--- src/rtl/iob_e_cycle_pkg.sv ---
// Shared definitions for the IO bus cycle termination engine and the IO bus master.
package iob_e_cycle_pkg;

    localparam logic [1:0] TERM_DTACK = 2'b00;
    localparam logic [1:0] TERM_VPA   = 2'b01;
    localparam logic [1:0] TERM_BERR  = 2'b10;
    localparam logic [1:0] TERM_TMO   = 2'b11;

    localparam int unsigned E_PERIOD_DEF  = 10;
    localparam int unsigned VMA_PHASE_DEF = 2;

    typedef enum logic [2:0] {
        StIdle,
        StWait,
        StVpaw,
        StVma,
        StDone
    } state_e;

endpackage

--- src/rtl/iob_e_cycle_if.sv ---
// IO bus termination signals between the master sequencer side and the termination engine.
interface iob_e_cycle_if;
    logic       E_IOB;
    logic       nDTACK_IOB;
    logic       nVPA_IOB;
    logic       nBERR_IOB;
    logic       Active;
    logic       nVMA_IOB;
    logic       Done;
    logic [1:0] Term;
    logic [3:0] EPhase;

    modport master (
        output E_IOB, nDTACK_IOB, nVPA_IOB, nBERR_IOB, Active,
        input  nVMA_IOB, Done, Term, EPhase
    );

    modport slave (
        input  E_IOB, nDTACK_IOB, nVPA_IOB, nBERR_IOB, Active,
        output nVMA_IOB, Done, Term, EPhase
    );
endinterface

--- src/rtl/iob_e_cycle_sync.sv ---
// N-stage flop synchroniser for active-low bus strobes; idles deasserted (1) out of reset.
module iob_e_cycle_sync #(
    parameter int unsigned STAGES = 2
) (
    input  logic i_clk,
    input  logic i_rst,
    input  logic i_d,
    output logic o_q
);
    logic [STAGES-1:0] r_q;

    always_ff @(posedge i_clk) begin
        if (i_rst) begin
            r_q <= '1;
        end else begin
            r_q[0] <= i_d;
            for (int i = 1; i < int'(STAGES); i++) begin
                r_q[i] <= r_q[i-1];
            end
        end
    end

    assign o_q = r_q[STAGES-1];
endmodule

--- src/rtl/iob_e_cycle.sv ---
// Resolves each IO bus cycle as DTACK, E-aligned VPA/VMA, bus error or local timeout,
// and tracks the E phase used to place nVMA.
module iob_e_cycle
    import iob_e_cycle_pkg::*;
#(
    parameter int unsigned SYNC_STAGES  = 2,
    parameter int unsigned E_PERIOD     = E_PERIOD_DEF,
    parameter int unsigned VMA_PHASE    = VMA_PHASE_DEF,
    parameter int unsigned TIMEOUT_CLKS = 255
) (
    input  logic         CLK_IOB,
    input  logic         RES,
    iob_e_cycle_if.slave bus
);
    localparam logic [3:0] LP_PHASE_MAX = 4'(E_PERIOD - 1);
    localparam logic [3:0] LP_VMA_PHASE = 4'(VMA_PHASE);
    localparam logic [7:0] LP_TMO_LAST  = 8'(TIMEOUT_CLKS - 1);

    logic       w_ndtack_s;
    logic       w_nvpa_s;
    logic       w_nberr_s;
    logic       w_efall;
    logic       w_vma_slot;
    logic [3:0] w_ephase_d;

    state_e     r_state;
    logic       r_e_q;
    logic       r_nvma;
    logic       r_done;
    logic [1:0] r_term;
    logic [3:0] r_ephase;
    logic [7:0] r_tmo_cnt;

    iob_e_cycle_sync #(.STAGES(SYNC_STAGES)) u_sync_dtack (
        .i_clk (CLK_IOB),
        .i_rst (RES),
        .i_d   (bus.nDTACK_IOB),
        .o_q   (w_ndtack_s)
    );

    iob_e_cycle_sync #(.STAGES(SYNC_STAGES)) u_sync_vpa (
        .i_clk (CLK_IOB),
        .i_rst (RES),
        .i_d   (bus.nVPA_IOB),
        .o_q   (w_nvpa_s)
    );

    iob_e_cycle_sync #(.STAGES(SYNC_STAGES)) u_sync_berr (
        .i_clk (CLK_IOB),
        .i_rst (RES),
        .i_d   (bus.nBERR_IOB),
        .o_q   (w_nberr_s)
    );

    assign w_efall = r_e_q & ~bus.E_IOB;

    always_comb begin
        w_ephase_d = r_ephase;
        if (w_efall) begin
            w_ephase_d = '0;
        end else if (r_ephase != LP_PHASE_MAX) begin
            w_ephase_d = r_ephase + 4'd1;
        end
    end

    // Enter VMA on the edge that loads EPhase==VMA_PHASE so nVMA and the phase change together.
    assign w_vma_slot = (w_ephase_d == LP_VMA_PHASE) && !bus.E_IOB;

    always_ff @(posedge CLK_IOB) begin
        if (RES) begin
            r_state   <= StIdle;
            r_e_q     <= 1'b0;
            r_ephase  <= '0;
            r_nvma    <= 1'b1;
            r_done    <= 1'b0;
            r_term    <= TERM_DTACK;
            r_tmo_cnt <= '0;
        end else begin
            r_e_q    <= bus.E_IOB;
            r_ephase <= w_ephase_d;
            unique case (r_state)
                StIdle: begin
                    r_done <= 1'b0;
                    r_nvma <= 1'b1;
                    if (bus.Active) begin
                        r_state   <= StWait;
                        r_tmo_cnt <= '0;
                    end
                end
                StWait: begin
                    if (!bus.Active) begin
                        r_state <= StIdle;
                    end else begin
                        r_tmo_cnt <= r_tmo_cnt + 8'd1;
                        if (!w_nberr_s) begin
                            r_state <= StDone;
                            r_done  <= 1'b1;
                            r_term  <= TERM_BERR;
                        end else if (!w_ndtack_s) begin
                            r_state <= StDone;
                            r_done  <= 1'b1;
                            r_term  <= TERM_DTACK;
                        end else if (!w_nvpa_s) begin
                            r_state <= StVpaw;
                        end else if (r_tmo_cnt == LP_TMO_LAST) begin
                            r_state <= StDone;
                            r_done  <= 1'b1;
                            r_term  <= TERM_TMO;
                        end
                    end
                end
                StVpaw: begin
                    if (!bus.Active) begin
                        r_state <= StIdle;
                    end else if (!w_nberr_s) begin
                        r_state <= StDone;
                        r_done  <= 1'b1;
                        r_term  <= TERM_BERR;
                    end else if (w_vma_slot) begin
                        r_state <= StVma;
                        r_nvma  <= 1'b0;
                    end
                end
                StVma: begin
                    // Entry needs E low, so the first EFall seen here always follows an E-high span.
                    if (!bus.Active) begin
                        r_state <= StIdle;
                        r_nvma  <= 1'b1;
                    end else if (w_efall) begin
                        r_state <= StDone;
                        r_done  <= 1'b1;
                        r_term  <= TERM_VPA;
                        r_nvma  <= 1'b1;
                    end
                end
                StDone: begin
                    if (!bus.Active) begin
                        r_state <= StIdle;
                        r_done  <= 1'b0;
                        r_nvma  <= 1'b1;
                    end
                end
                default: r_state <= StIdle;
            endcase
        end
    end

    assign bus.nVMA_IOB = r_nvma;
    assign bus.Done     = r_done;
    assign bus.Term     = r_term;
    assign bus.EPhase   = r_ephase;
endmodule

--- src/flat_wrapper.sv ---
// flat-port wrapper written by rule: the top's interface ports become plain ports
module iob_e_cycle_flat import iob_e_cycle_pkg::*;
#(
    parameter int unsigned SYNC_STAGES  = 2,
    parameter int unsigned E_PERIOD     = E_PERIOD_DEF,
    parameter int unsigned VMA_PHASE    = VMA_PHASE_DEF,
    parameter int unsigned TIMEOUT_CLKS = 255
)
  (CLK_IOB, RES, bus_E_IOB, bus_nDTACK_IOB, bus_nVPA_IOB, bus_nBERR_IOB, bus_Active, bus_nVMA_IOB, bus_Done, bus_Term, bus_EPhase);
  iob_e_cycle_if bus_i ();
  input  logic CLK_IOB;
  input  logic RES;
  input wire logic [$bits(bus_i.E_IOB)-1:0] bus_E_IOB;
  input wire logic [$bits(bus_i.nDTACK_IOB)-1:0] bus_nDTACK_IOB;
  input wire logic [$bits(bus_i.nVPA_IOB)-1:0] bus_nVPA_IOB;
  input wire logic [$bits(bus_i.nBERR_IOB)-1:0] bus_nBERR_IOB;
  input wire logic [$bits(bus_i.Active)-1:0] bus_Active;
  output wire logic [$bits(bus_i.nVMA_IOB)-1:0] bus_nVMA_IOB;
  output wire logic [$bits(bus_i.Done)-1:0] bus_Done;
  output wire logic [$bits(bus_i.Term)-1:0] bus_Term;
  output wire logic [$bits(bus_i.EPhase)-1:0] bus_EPhase;
  assign bus_i.E_IOB = bus_E_IOB;
  assign bus_i.nDTACK_IOB = bus_nDTACK_IOB;
  assign bus_i.nVPA_IOB = bus_nVPA_IOB;
  assign bus_i.nBERR_IOB = bus_nBERR_IOB;
  assign bus_i.Active = bus_Active;
  assign bus_nVMA_IOB = bus_i.nVMA_IOB;
  assign bus_Done = bus_i.Done;
  assign bus_Term = bus_i.Term;
  assign bus_EPhase = bus_i.EPhase;
  iob_e_cycle #(.SYNC_STAGES(SYNC_STAGES), .E_PERIOD(E_PERIOD), .VMA_PHASE(VMA_PHASE), .TIMEOUT_CLKS(TIMEOUT_CLKS)) u_core (.CLK_IOB(CLK_IOB), .RES(RES), .bus(bus_i));
endmodule
--- config.mk ---
export PLATFORM = sky130hd
export DESIGN_NAME = iob_e_cycle_flat
export DESIGN_NICKNAME = d
export VERILOG_FILES = /design/src/rtl/iob_e_cycle_pkg.sv /design/src/rtl/iob_e_cycle_if.sv /design/src/rtl/iob_e_cycle_sync.sv /design/src/rtl/iob_e_cycle.sv /design/src/flat_wrapper.sv
export SDC_FILE = /design/constraint.sdc
export NUM_CORES = 1
export LEC_CHECK = 0
export ABC_AREA = 1
export CAP_MARGIN = 20
export CORE_MARGIN = 2
export CORE_UTILIZATION = 58
export DETAILED_ROUTE_END_ITERATION = 10
export PLACE_DENSITY = 0.78
export RECOVER_POWER = 25
export SYNTH_ARGS = -nofsm -noshare
export SYNTH_HDL_FRONTEND = slang
export SYNTH_HIERARCHICAL = 1
export SYNTH_SLANG_ARGS = --single-unit
--- constraint.sdc ---
create_clock -name CLK_IOB -period 2.8 [get_ports CLK_IOB]
set_clock_uncertainty 0.2 [all_clocks]
set_input_delay 0.56 -clock CLK_IOB [delete_from_list [all_inputs] [get_ports CLK_IOB]]
set_output_delay 0.56 -clock CLK_IOB [all_outputs]
set_load 0.02 [all_outputs]
; ---- Yosys cells after proc, flatten, opt, wreduce, memory -nomap -nowiden
; Index checks and enable logic that the tools add are counted.
[classes]
n_addsub = 2
n_eq_ne = 21
muxes = 45
bitwise_logic = 2
reduce_logical = 12
[ops]
columns = operator, n
row1 = 2-to-1 mux 3 bit, 12
row2 = 2-to-1 mux 2 bit, 9
row3 = 2-to-1 mux 8 bit, 2
row4 = case mux 8 bit (2 select lines), 1
row5 = 2-to-1 mux 1 bit, 15
row6 = case mux 3 bit (5 select lines), 1
row7 = "inequality test 2 bit, second input constant", 7
row8 = AND reduction 9 bit, 1
row9 = "adder 8 x 1 -> 8 bit, second input constant", 1
row10 = "equality test 8 bit, second input constant", 1
row11 = 2-to-1 mux 4 bit, 2
row12 = "inequality test 4 x 3 -> 1 bit, second input constant", 2
row13 = "inequality test 4 bit, second input constant", 2
row14 = AND reduction 8 bit, 1
row15 = "equality test 3 x 2 -> 1 bit, second input constant", 2
row16 = "inequality test 6 x 5 -> 1 bit, second input constant", 1
row17 = case mux 2 bit (3 select lines), 1
row18 = AND reduction 6 bit, 1
row19 = case mux 1 bit (5 select lines), 1
row20 = AND reduction 5 bit, 1
row21 = nonzero test 5 bit, 1
row22 = "adder 4 x 1 -> 4 bit, second input constant", 1
row23 = "equality test 4 x 2 -> 1 bit, second input constant", 1
row24 = "inequality test 2 x 1 -> 1 bit, second input constant", 2
row25 = other kinds (13), 13
[word_totals]
register_bits = 26
in_bits = 7
out_inout_bits = 8
word_cells = 92

; ---- Longest topological paths before layout
[depth]
depth_word = 9
mapped_depth = 12
depth_no_buf = 12

; ---- By module
; Netlist, hierarchy kept.
[by_module_without_submodules]
columns = mod, instances, cells_per_inst, area_each_um2, seq_area_each_um2
row1 = iob_e_cycle, 1, 161, 1132.3, 400.4
row2 = iob_e_cycle_sync, 3, 7, 58.8, 40.0

; ---- Least setup slack after synthesis
; OpenSTA, ideal clock, no wires.
[synth_timing]
kind = register to register
start = register u_core.r_ephase[1] (netlist: u_core/bus.EPhase[1])
end = register u_core.r_state[1]
setup_ns = 0.115
arrival_ns = 1.446
required_time_ns = 2.485
slack_ns = 1.039
stages_incl_launch_ff = 13
n_path_buf = 0
period_less_slack_ns = 1.761
cell_sequence = dfxtp_1 inv_1 ha_1 nand3_1 nand2_1 nand2_1 inv_1 nor2_1 nand3_1 nand2_1 nand3_1 nand2_1 nor2_1
[synth_via]
elab_chain_len = 7
elab_cells_between_ends = 8
cone_classes = add/sub: 1 / eq/ne: 3 / mux: 2 / reduce/logical: 2
[synth_rtl]
columns = element, line
row1 = start: declaration, iob_e_cycle.sv:31  ; logic [3:0] r_ephase;
row2 = start signal: assignment, iob_e_cycle.sv:80  ; r_ephase <= w_ephase_d;
row3 = adder 4 x 1 -> 4 bit / inequality test 4 bit (equally long branches), "iob_e_cycle.sv:62, iob_e_cycle.sv:61"
row4 = 2-to-1 mux 4 bit *, iob_e_cycle.sv:61  ; end else if (r_ephase != LP_PHASE_MAX) begin
row5 = 2-to-1 mux 4 bit *, iob_e_cycle.sv:59  ; if (w_efall) begin
row6 = equality test 4 x 2 -> 1 bit *, iob_e_cycle.sv:67  ; assign w_vma_slot = (w_ephase_d == LP_VMA_PHASE) && !bus.E_IOB;
row7 = logical AND 1 bit *, iob_e_cycle.sv:67
row8 = inequality test 4 x 3 -> 1 bit (no source line) *, --
row9 = AND reduction 5 bit (no source line) *, --
row10 = end signal: assignment, iob_e_cycle.sv:71  ; r_state <= StIdle;
row11 = end signal: assignment, iob_e_cycle.sv:86  ; r_state <= StWait;
row12 = end signal: assignment, iob_e_cycle.sv:92  ; r_state <= StIdle;
row13 = end: declaration, iob_e_cycle.sv:26  ; state_e r_state;
; Every way passes the cells marked *; elsewhere a longest branch is shown, timed or not.
; A chain may end at the register's enable or synchronous reset.

; ---- Final worst setup path
[layout_timing]
start = register u_core.r_ephase[0] (netlist: u_core/bus.EPhase[0])
end = output bus_EPhase[0]
[layout_rtl]
columns = element, line
row1 = end: declaration, flat_wrapper.sv:21  ; output wire logic [$bits(bus_i.EPhase)-1:0] bus_EPhase;
; No word-level cell between the ends.

==> impl_metrics.tcl <==
set metrics [dict create \
    yosysUniqueCellTypes 30 \
    use_met1 0.273 \
    num_vias 1198 \
    tns_ns 0 \
    synth_ff_type "dfxtp_1" \
    syn_nets 193 \
    slew_viol_final 0 \
    crit_path_top_delay_cell "clkdlybuf4s50_1" \
    avgSynthCellArea_sq_um 7.19 \
    antenna_found_initial 0 \
    first_pass_iters 4 \
    fmax_ghz 0.465 \
    cts_tree "done" \
    clock-root-buffer "clkbuf_4" \
    grt_pass1_wl_mm 4.50 \
    drc 0 \
    synth_edf_count 0 \
    synth_cells 182 \
    required_ns 2.04 \
    rsz0062_at_grt "false" \
    ys_async_sr_fraction 0 \
    cp.depth 1 \
    final.setup.worst_slack_ns 0.649 \
    grt_max_degree 14 \
    cts.path.max_buffers 2 \
    clock_sinks 26 \
    leakagePower_nw 0.684 \
    die-width_microns 51.5 \
    worstReg2RegEnd "u_core/bus.nVMA_IOB$_SDFFE_PP1P_" \
    worst-path-buf-inv 1 \
    ys_seq_area_frac 0.398 \
    min_path_type "reg -> reg" \
    drt_iter0_markers 38 \
    utilization 0.694 \
    worstMarginPinSlew_ns 0.413 \
    slew_headroom 0.724 \
    fill_cells 197 \
    min_period_ns 2.15 \
    clkTransAtPathRegs_ns 0.13 \
    vias_per_cell 5.28 \
    fin_area_sq_um 1510 \
    cts_buffers 3 \
    avgRoutedWirePerCell_microns 11.4 \
    gr-usage-met2 0.397 \
    dp_slack_ns 0.538 \
    start_util 0.603 \
    grt_overflow 0 \
    critPathLaunchType "register" \
    gr-usage-met3 0.0374 \
    power_density_nw_per_um2 700 \
    total_power_mw 1.05 \
    arrival_ns 1.39 \
    cp_top_family "buffers and inverters" \
    place_inst 224 \
    reg2reg_slack_ns 0.93 \
    grt_usage 0.225 \
    num_antenna_cells 0 \
    wirelength_mm 2.59 \
    syn_to_final_growth_pct 15.0 \
    grt_pass1_vias 1116 \
    crit_start "u_core/bus.EPhase[0]$_SDFF_PP0_" \
    dpl-instance-area_sq_um 1490 \
    io_buffers 14 \
    ctsHoldBuffers 0 \
    cp_max_fo 6 \
    path_cells "clkdlybuf4s50_1" \
    post_cts_resized 0 \
    core_sq_um 2170 \
    die_h_microns 51.5 \
    final_layout_size_suffix_gt1_frac 0.116 \
    die_area_sq_um 2650 \
    finalNetCount 212 \
    ant_nets 0 \
    ioPinCount 15 \
    setup.worst_path.end_class "primary output" \
    status "finished clean" \
    htreeDepth 1 \
    fin_crit_sh 0.768 \
    finalNonFillerCells 227 \
    place_congestion 0.952 \
    vdd_drop_max_mv 0.518 \
    postCtsSetupBuffers 0 \
    synth_warnings 6 \
    cap_violations 0 \
    whs_ns 0.223 \
    dpl.hpwl_mm 2.06 \
    r2r.worst_path.cells 10 \
    regToRegStartpoint "u_core/bus.EPhase[1]$_SDFF_PP0_" \
    hold_violations 0 \
    ys_seq_elements 26 \
    insertion_delay_ns 0.30 \
    critical_path_class "reg -> out" \
    cpPeakStageDelay_ns 0.64 \
    row_count 17 \
    setup_violations 0 \
    synth_area_sq_um 1310 \
    critPathCapture "bus_EPhase[0]" \
    grt.busiest_layer "met2" \
]
## registers in the layout, indices dropped and copies added (netlist names)
| signal | cells |
|---|---|
| u_core/u_sync_dtack/r_q | 2 |
| u_core/r_state | 3 |
| u_core/bus.nVMA_IOB | 1 |
| u_core/bus.EPhase | 4 |
| u_core/u_sync_berr/r_q | 2 |
| u_core/r_e_q | 1 |
| u_core/u_sync_vpa/r_q | 2 |
| u_core/r_tmo_cnt | 8 |
| u_core/bus.Done | 1 |
| u_core/bus.Term | 2 |
## synthesized netlist by cell type (all sizes together), types with 2 or more instances
master  number  area share
nand4        3       0.014
a21oi       11       0.042
nor3         7       0.034
nand3       14       0.065
dfxtp       26        0.40
inv         31       0.089
a31oi        2      0.0096
nor2        29        0.11
xnor2        2       0.013
nand2       36        0.11
ha           4       0.038
buf          2      0.0096
o21ai        8       0.036
## report_power, final
part           leakage, nW  internal, mW  total (mW)  switching [mW]
sequential           0.213         0.414       0.469          0.0547
combinational        0.457         0.169       0.438           0.269
clock               0.0138        0.0501       0.147          0.0970
## area by class of cell
| class | count | area [sq um] | area share |
|---|---|---|---|
| multi-input combinational | 123 | 659 | 0.438 |
| sequential | 26 | 520 | 0.346 |
| timing repair buffer | 16 | 151 | 0.101 |
| inverter | 31 | 116 | 0.0773 |
| tap | 28 | 35.0 | 0.0233 |
| clock buffer | 3 | 22.5 | 0.0150 |
## cells in the final DEF, fill, tap and decap left out, drive strengths merged
| cell type | instances |
|---|---|
| nor2 | 29 |
| buf | 1 |
| clkdlybuf4s50 | 13 |
| nor3 | 7 |
| or2 | 1 |
| o21ai | 8 |
| xnor2 | 2 |
| o21a | 1 |
| a21oi | 11 |
| dfxtp | 26 |
| nand2 | 36 |
| ha | 4 |
| nand3 | 14 |
| clkbuf | 4 |
| o22ai | 1 |
| a31oi | 2 |
| xor2 | 1 |
| o21bai | 1 |
| dlygate4sd3 | 1 |
| nor4 | 1 |
| nand4 | 3 |
| a211oi | 1 |
| inv | 31 |
## metal layers
layer	vias up	share of wire	wire (microns)
met3	2	0.054	141
met4	0	0.0066	17
met1	544	0.45	1160
met2	37	0.49	1280
met5	-	0	0
li1	615	-	-
## logic make-up after synthesis
group | synth area share
simple gates | 0.336
xor+xnor | 0.0201
buf+inv | 0.0985
compound gates | 0.110
fa+ha+maj | 0.0382
flops | 0.398
## worst min-delay path by stage
stage / start / end / slack (ns) / cells past startpoint
2_1_floorplan: u_core/u_sync_berr/r_q[0]$_SDFF_PP1_ / u_core/u_sync_berr/r_q[1]$_SDFF_PP1_ / 0.19 / 2
5_1_grt: u_core/u_sync_dtack/r_q[0]$_SDFF_PP1_ / u_core/u_sync_dtack/r_q[1]$_SDFF_PP1_ / 0.25 / 2
3_3_place_gp: u_core/u_sync_vpa/r_q[0]$_SDFF_PP1_ / u_core/u_sync_vpa/r_q[1]$_SDFF_PP1_ / 0.19 / 2
4_1_cts: u_core/u_sync_dtack/r_q[0]$_SDFF_PP1_ / u_core/u_sync_dtack/r_q[1]$_SDFF_PP1_ / 0.23 / 2
6_report: u_core/u_sync_dtack/r_q[0]$_SDFF_PP1_ / u_core/u_sync_dtack/r_q[1]$_SDFF_PP1_ / 0.22 / 2
3_5_place_dp: u_core/u_sync_dtack/r_q[0]$_SDFF_PP1_ / u_core/u_sync_dtack/r_q[1]$_SDFF_PP1_ / 0.20 / 2
No activity file was read; power rests on OpenSTA's default activity.
